### config.mk
export PLATFORM = sky130hd
export DESIGN_NAME = serial_adder_n
export DESIGN_NICKNAME = d
export VERILOG_FILES = /design/src/rtl/serial_adder_n.sv
export SDC_FILE = /design/constraint.sdc
export NUM_CORES = 1
export LEC_CHECK = 0
export BUFFER_PORTS_ARGS = -buffer_cell sky130_fd_sc_hd__clkbuf_2
export CAP_MARGIN = 20
export CORE_MARGIN = 4
export CORE_UTILIZATION = 35
export DETAILED_ROUTE_END_ITERATION = 10
export PLACE_DENSITY = 0.59
export SKIP_LAST_GASP = 1
export SLEW_MARGIN = 15
export SYNTH_ARGS = -nofsm -noshare
export SYNTH_HDL_FRONTEND = slang
export SYNTH_SLANG_ARGS = --single-unit
### constraint.sdc
create_clock -name clk_i -period 1.6 [get_ports clk_i]
set_input_delay 0.48 -clock clk_i [delete_from_list [all_inputs] [get_ports clk_i]]
set_output_delay 0.48 -clock clk_i [all_outputs]
set_load 0.01 [all_outputs]
### src/rtl/serial_adder_n.sv
// Multi-cycle adder/subtractor: WIDTH-bit operands consumed DIGIT bits per clock through a
// ripple chain with a registered carry, under a start/busy/done handshake.
module serial_adder_n #(
  parameter int unsigned WIDTH = 8,
  parameter int unsigned DIGIT = 1
) (
  input  logic             clk_i,
  input  logic             rst_ni,
  input  logic             start_i,
  input  logic [WIDTH-1:0] a_i,
  input  logic [WIDTH-1:0] b_i,
  input  logic             cin_i,
  input  logic             sub_i,
  output logic             busy_o,
  output logic             done_o,
  output logic [WIDTH-1:0] sum_o,
  output logic             cout_o,
  output logic             ovf_o
);

  localparam int unsigned STEPS = WIDTH / DIGIT;
  localparam int unsigned CntW  = (STEPS > 1) ? $clog2(STEPS) : 1;

  typedef enum logic [1:0] {StIdle, StRun, StDone} state_e;

  state_e            state_q, state_d;
  logic [WIDTH-1:0]  a_q, a_d;
  logic [WIDTH-1:0]  b_q, b_d;
  logic [WIDTH-1:0]  acc_q, acc_d;
  logic [WIDTH-1:0]  sum_q, sum_d;
  logic [CntW-1:0]   cnt_q, cnt_d;
  logic              carry_q, carry_d;
  logic              cout_q, cout_d;
  logic              ovf_q, ovf_d;

  logic [DIGIT-1:0]  chain_s;
  logic              chain_cout;
  logic              carry_msb_in;
  logic [WIDTH-1:0]  digit_ext;
  logic [WIDTH-1:0]  acc_next;

  // Ripple chain over the low DIGIT bits; carry_msb_in ends up as the carry into bit DIGIT-1.
  always_comb begin
    logic c;
    c            = carry_q;
    chain_s      = '0;
    carry_msb_in = 1'b0;
    for (int i = 0; i < int'(DIGIT); i++) begin
      carry_msb_in = c;
      chain_s[i]   = a_q[i] ^ b_q[i] ^ c;
      c            = (a_q[i] & b_q[i]) | (c & (a_q[i] ^ b_q[i]));
    end
    chain_cout = c;
  end

  // Result digits enter from the MSB side so the final step leaves the sum aligned.
  always_comb begin
    digit_ext = WIDTH'(chain_s);
    acc_next  = (acc_q >> DIGIT) | (digit_ext << (WIDTH - DIGIT));
  end

  always_comb begin
    state_d = state_q;
    a_d     = a_q;
    b_d     = b_q;
    acc_d   = acc_q;
    sum_d   = sum_q;
    cnt_d   = cnt_q;
    carry_d = carry_q;
    cout_d  = cout_q;
    ovf_d   = ovf_q;
    unique case (state_q)
      StIdle, StDone: begin
        state_d = StIdle;
        if (start_i) begin
          a_d     = a_i;
          b_d     = sub_i ? ~b_i : b_i;
          carry_d = sub_i ? 1'b1 : cin_i;
          cnt_d   = '0;
          state_d = StRun;
        end
      end
      StRun: begin
        a_d     = a_q >> DIGIT;
        b_d     = b_q >> DIGIT;
        carry_d = chain_cout;
        cnt_d   = cnt_q + 1'b1;
        acc_d   = acc_next;
        if (cnt_q == CntW'(STEPS - 1)) begin
          sum_d   = acc_next;
          cout_d  = chain_cout;
          ovf_d   = carry_msb_in ^ chain_cout;
          state_d = StDone;
        end
      end
      default: state_d = StIdle;
    endcase
  end

  always_ff @(posedge clk_i or negedge rst_ni) begin
    if (!rst_ni) begin
      state_q <= StIdle;
      a_q     <= '0;
      b_q     <= '0;
      acc_q   <= '0;
      sum_q   <= '0;
      cnt_q   <= '0;
      carry_q <= 1'b0;
      cout_q  <= 1'b0;
      ovf_q   <= 1'b0;
    end else begin
      state_q <= state_d;
      a_q     <= a_d;
      b_q     <= b_d;
      acc_q   <= acc_d;
      sum_q   <= sum_d;
      cnt_q   <= cnt_d;
      carry_q <= carry_d;
      cout_q  <= cout_d;
      ovf_q   <= ovf_d;
    end
  end

  assign busy_o = (state_q == StRun);
  assign done_o = (state_q == StDone);
  assign sum_o  = sum_q;
  assign cout_o = cout_q;
  assign ovf_o  = ovf_q;

endmodule

==> metrics.yaml <==
route:
  wl_per_cell_um: 14.4
  remaining_drc_errors: 0
  drt_iter0_drc: 26
  routed_via_count: 1085
  routed_wl_mm: 3.07
  drt.antenna.violating_nets: 0
  number_of_optimization_iterations_in_the_first_detailed_route_pass: 4
  detail_route.vias_per_cell: 5.09
global_routing:
  grt.overflow.total: 0
  initial_antenna_violation_count: 0
  global_route_usage_over_all_layers_pct: 11.1
  wire_length_of_the_first_global_routing_pass_mm: 5.23
  grt_max_degree: 40
  first_global_vias: 1140
pwr:
  power_after_layout_w: 0.00402
  p_per_area_nw_per_um2: 2000
  ir_drop_v: 0.000792
  power.leakage_nw: 1.01
logic_synthesis:
  synth-seq-area-share_pct: 58.0
  synth_top_area_share_pct: 58.0
  synth.ff_latch_count: 39
  netlist_top_cells_area: "dfrtp_1 58%, mux2_2 11%, a22o_1 5.7%"
  synth_top_cell_by_area: "dfrtp_1"
  synth-async-reset-ratio_pct: 100
  mappedNetlistNets: 147
  edff_count_synth: 0
  mappedNetlistArea_um2: 1680
  post_synth_inst_count: 123
  syn-mean-instance-area_um2: 13.7
  primary_ff_master_synth: "dfrtp_1"
  yosys.cell_count.top_type: "dfrtp_1"
  synth.top_cells.by_count: "39 x dfrtp_1, 17 x mux2_2, 11 x a22o_1"
  yosysUniqueCellTypes: 23
  yosys_warnings: 0
worst_setup_path:
  worst-endpoint-required_ps: 1120
  timing.reg2reg.worst_path_depth: 5
  critPathArrivalTime_ps: 1080
  cp.buffers_inverters: 1
  critPathKind: "reg -> out"
  critical_path_peak_fanout: 4
  rr_startpoint: "cnt_q[0]$_DFFE_PN0P_"
  crit_slowest_cell: "dfrtp_1"
  worst_r2r_endpoint: "sum_o[0]$_DFFE_PN0P_"
  crit_path_cell_trace: "nor2b_4 > clkbuf_2"
  reg2reg_slack_ps: 70
  cp_slowest_stage_delay_ps: 380
  timing.critical_path.max_delay_family: "flip-flops"
  worst_setup_path_start_kind: "register"
  critical_path.endpoint_type: "primary output"
sta:
  skew_ps: 2.70
  slew_headroom_pct: 68.1
  report.final.setup_viol: 0
  rsz_0062_raised_after_global_routing: "yes"
  fin_tns_setup_ps: 0
  post-route-min-period_ps: 1560
  max_freq_ghz: 0.640
  drv_slew: 0
  worst_pin_slew_ps: 479
  report.final.hold_viol_count: 0
  finalCritPeriodShare_pct: 97.6
clock_network:
  tritoncts_clock_tree: "done"
  cts-htree-levels: 2
  clk_transition_reported_paths_ps: 70
  insertion_delay_ps: 280
  clk_path_buf_depth: 2
  clkSinkCount: 39
  numCtsBuffers: 5
  root_buffer: "clkbuf_8"
placed_design:
  placement.cell_area_um2: 1910
  post-dp-hpwl_mm: 2.25
  port_buffers: 32
  routabilityCongestion: 0.707
job:
  timing.max_cap.violations: 0
final_layout:
  syn_to_final_growth_pct: 19.7
  drive_gt1_share_pct: 41.0
  final_cell_area_um2: 2010
  num_antenna_cells: 0
  fin_nets: 185
floorplan:
  floorplan.core_area_um2: 4500
  chipHeight_um: 77.3
  placement_rows: 24
  start_util_pct: 37.3
  io-pin-count: 33
  die_x_um: 77.3
  die_area_um2: 5980
status:
  status: "finished, final reports clean"
min_path:
  hold_removal_path_class: "in -> async"
## layout by cell type, fill, tap and decap left out, drive strengths merged, types with 7 or more instances in the layout
cell type / Yosys / layout
a21o: 7 / 7
buf: 8 / 8
dfrtp: 39 / 39
clkbuf: 1 / 38
mux2: 17 / 17
a221o: 8 / 8
nor2: 10 / 10
a22o: 11 / 11
xnor2: 8 / 8
## worst max-delay path by stage
stage | from | endpoint | cells after the start
2_1_floorplan | cnt_q[0]$_DFFE_PN0P_ | cout_o$_DFFE_PN0P_ | 5
3_3_place_gp | start_i | cnt_q[0]$_DFFE_PN0P_ | 4
3_5_place_dp | start_i | cnt_q[0]$_DFFE_PN0P_ | 4
4_1_cts | state_q[0]$_DFFE_PN0P_ | busy_o | 2
5_1_grt | state_q[0]$_DFFE_PN0P_ | busy_o | 2
6_report | state_q[0]$_DFFE_PN0P_ | busy_o | 2
## worst register-to-register path: stages (launching register included)
cell	delay [ps]
dfrtp_1	400
ha_1	200
ha_1	200
nand3b_1	130
buf_12	150
mux2_2	340
## flip-flops by register name (all words and copies together), names as in the netlist
| signal | cells |
|---|---|
| a_q | 8 |
| acc_q | 7 |
| b_q | 8 |
| carry_msb_in | 1 |
| cnt_q | 3 |
| cout_o | 1 |
| ovf_o | 1 |
| state_q | 2 |
| sum_o | 8 |
## timing repair
item / CTS / global route
endpoints found under the setup margin: 1 / 2
hold buffers: 0 / 0
setup buffers: 2 / 0
gates resized for setup: 0 / 1
cloned: 0 / 0
## cells by family (layout without fill, tap and decap cells)
| logic type | Yosys count | after routing | synth area share (%) |
|---|---|---|---|
| flops | 39 | 39 | 58.0 |
| compound gates | 28 | 28 | 14.2 |
| mux | 17 | 17 | 11.4 |
| simple gates | 16 | 16 | 5.06 |
| buf+inv | 11 | 49 | 3.94 |
| xor+xnor | 9 | 9 | 4.69 |
| fa+ha+maj | 3 | 3 | 2.68 |
## through the flow
stage                     instances  hold WS, ps  setup slack [ps]  utilization, %
after global routing            213          284             -22.4            44.7
after global placement          204          462             0.738            42.3
after CTS                       213          253              21.2            44.6
after detailed placement        204          469             -58.3            42.3
final                           213          245              38.5            44.7
after floorplan                 123          184              77.9               -
## layer usage
layer	vias to the layer above	global-route usage (%)	routed length [µm]
li1	516	-	-
met1	534	14.4	1360
met2	30	16.9	1490
met3	5	4.10	184
met4	0	4.27	33
met5	-	0	0
## cell type report
cell class	instances	area [µm²]
clock buffers	6	82.6
clock inverters	1	5.00
fillers	424	2490
inverters	2	7.51
multi-input cells	73	644
flip-flops and latches	39	976
well taps	52	65.1
repair buffers	40	233
## power by group
group	switching (W)	internal [W]	total, W
Clock	0.000307	0.000338	0.000644
Combinational	0.000711	0.000921	0.00163
Sequential	0.000281	0.00146	0.00174
Total	0.00130	0.00272	0.00402
No activity file was read; power rests on OpenSTA's default activity.
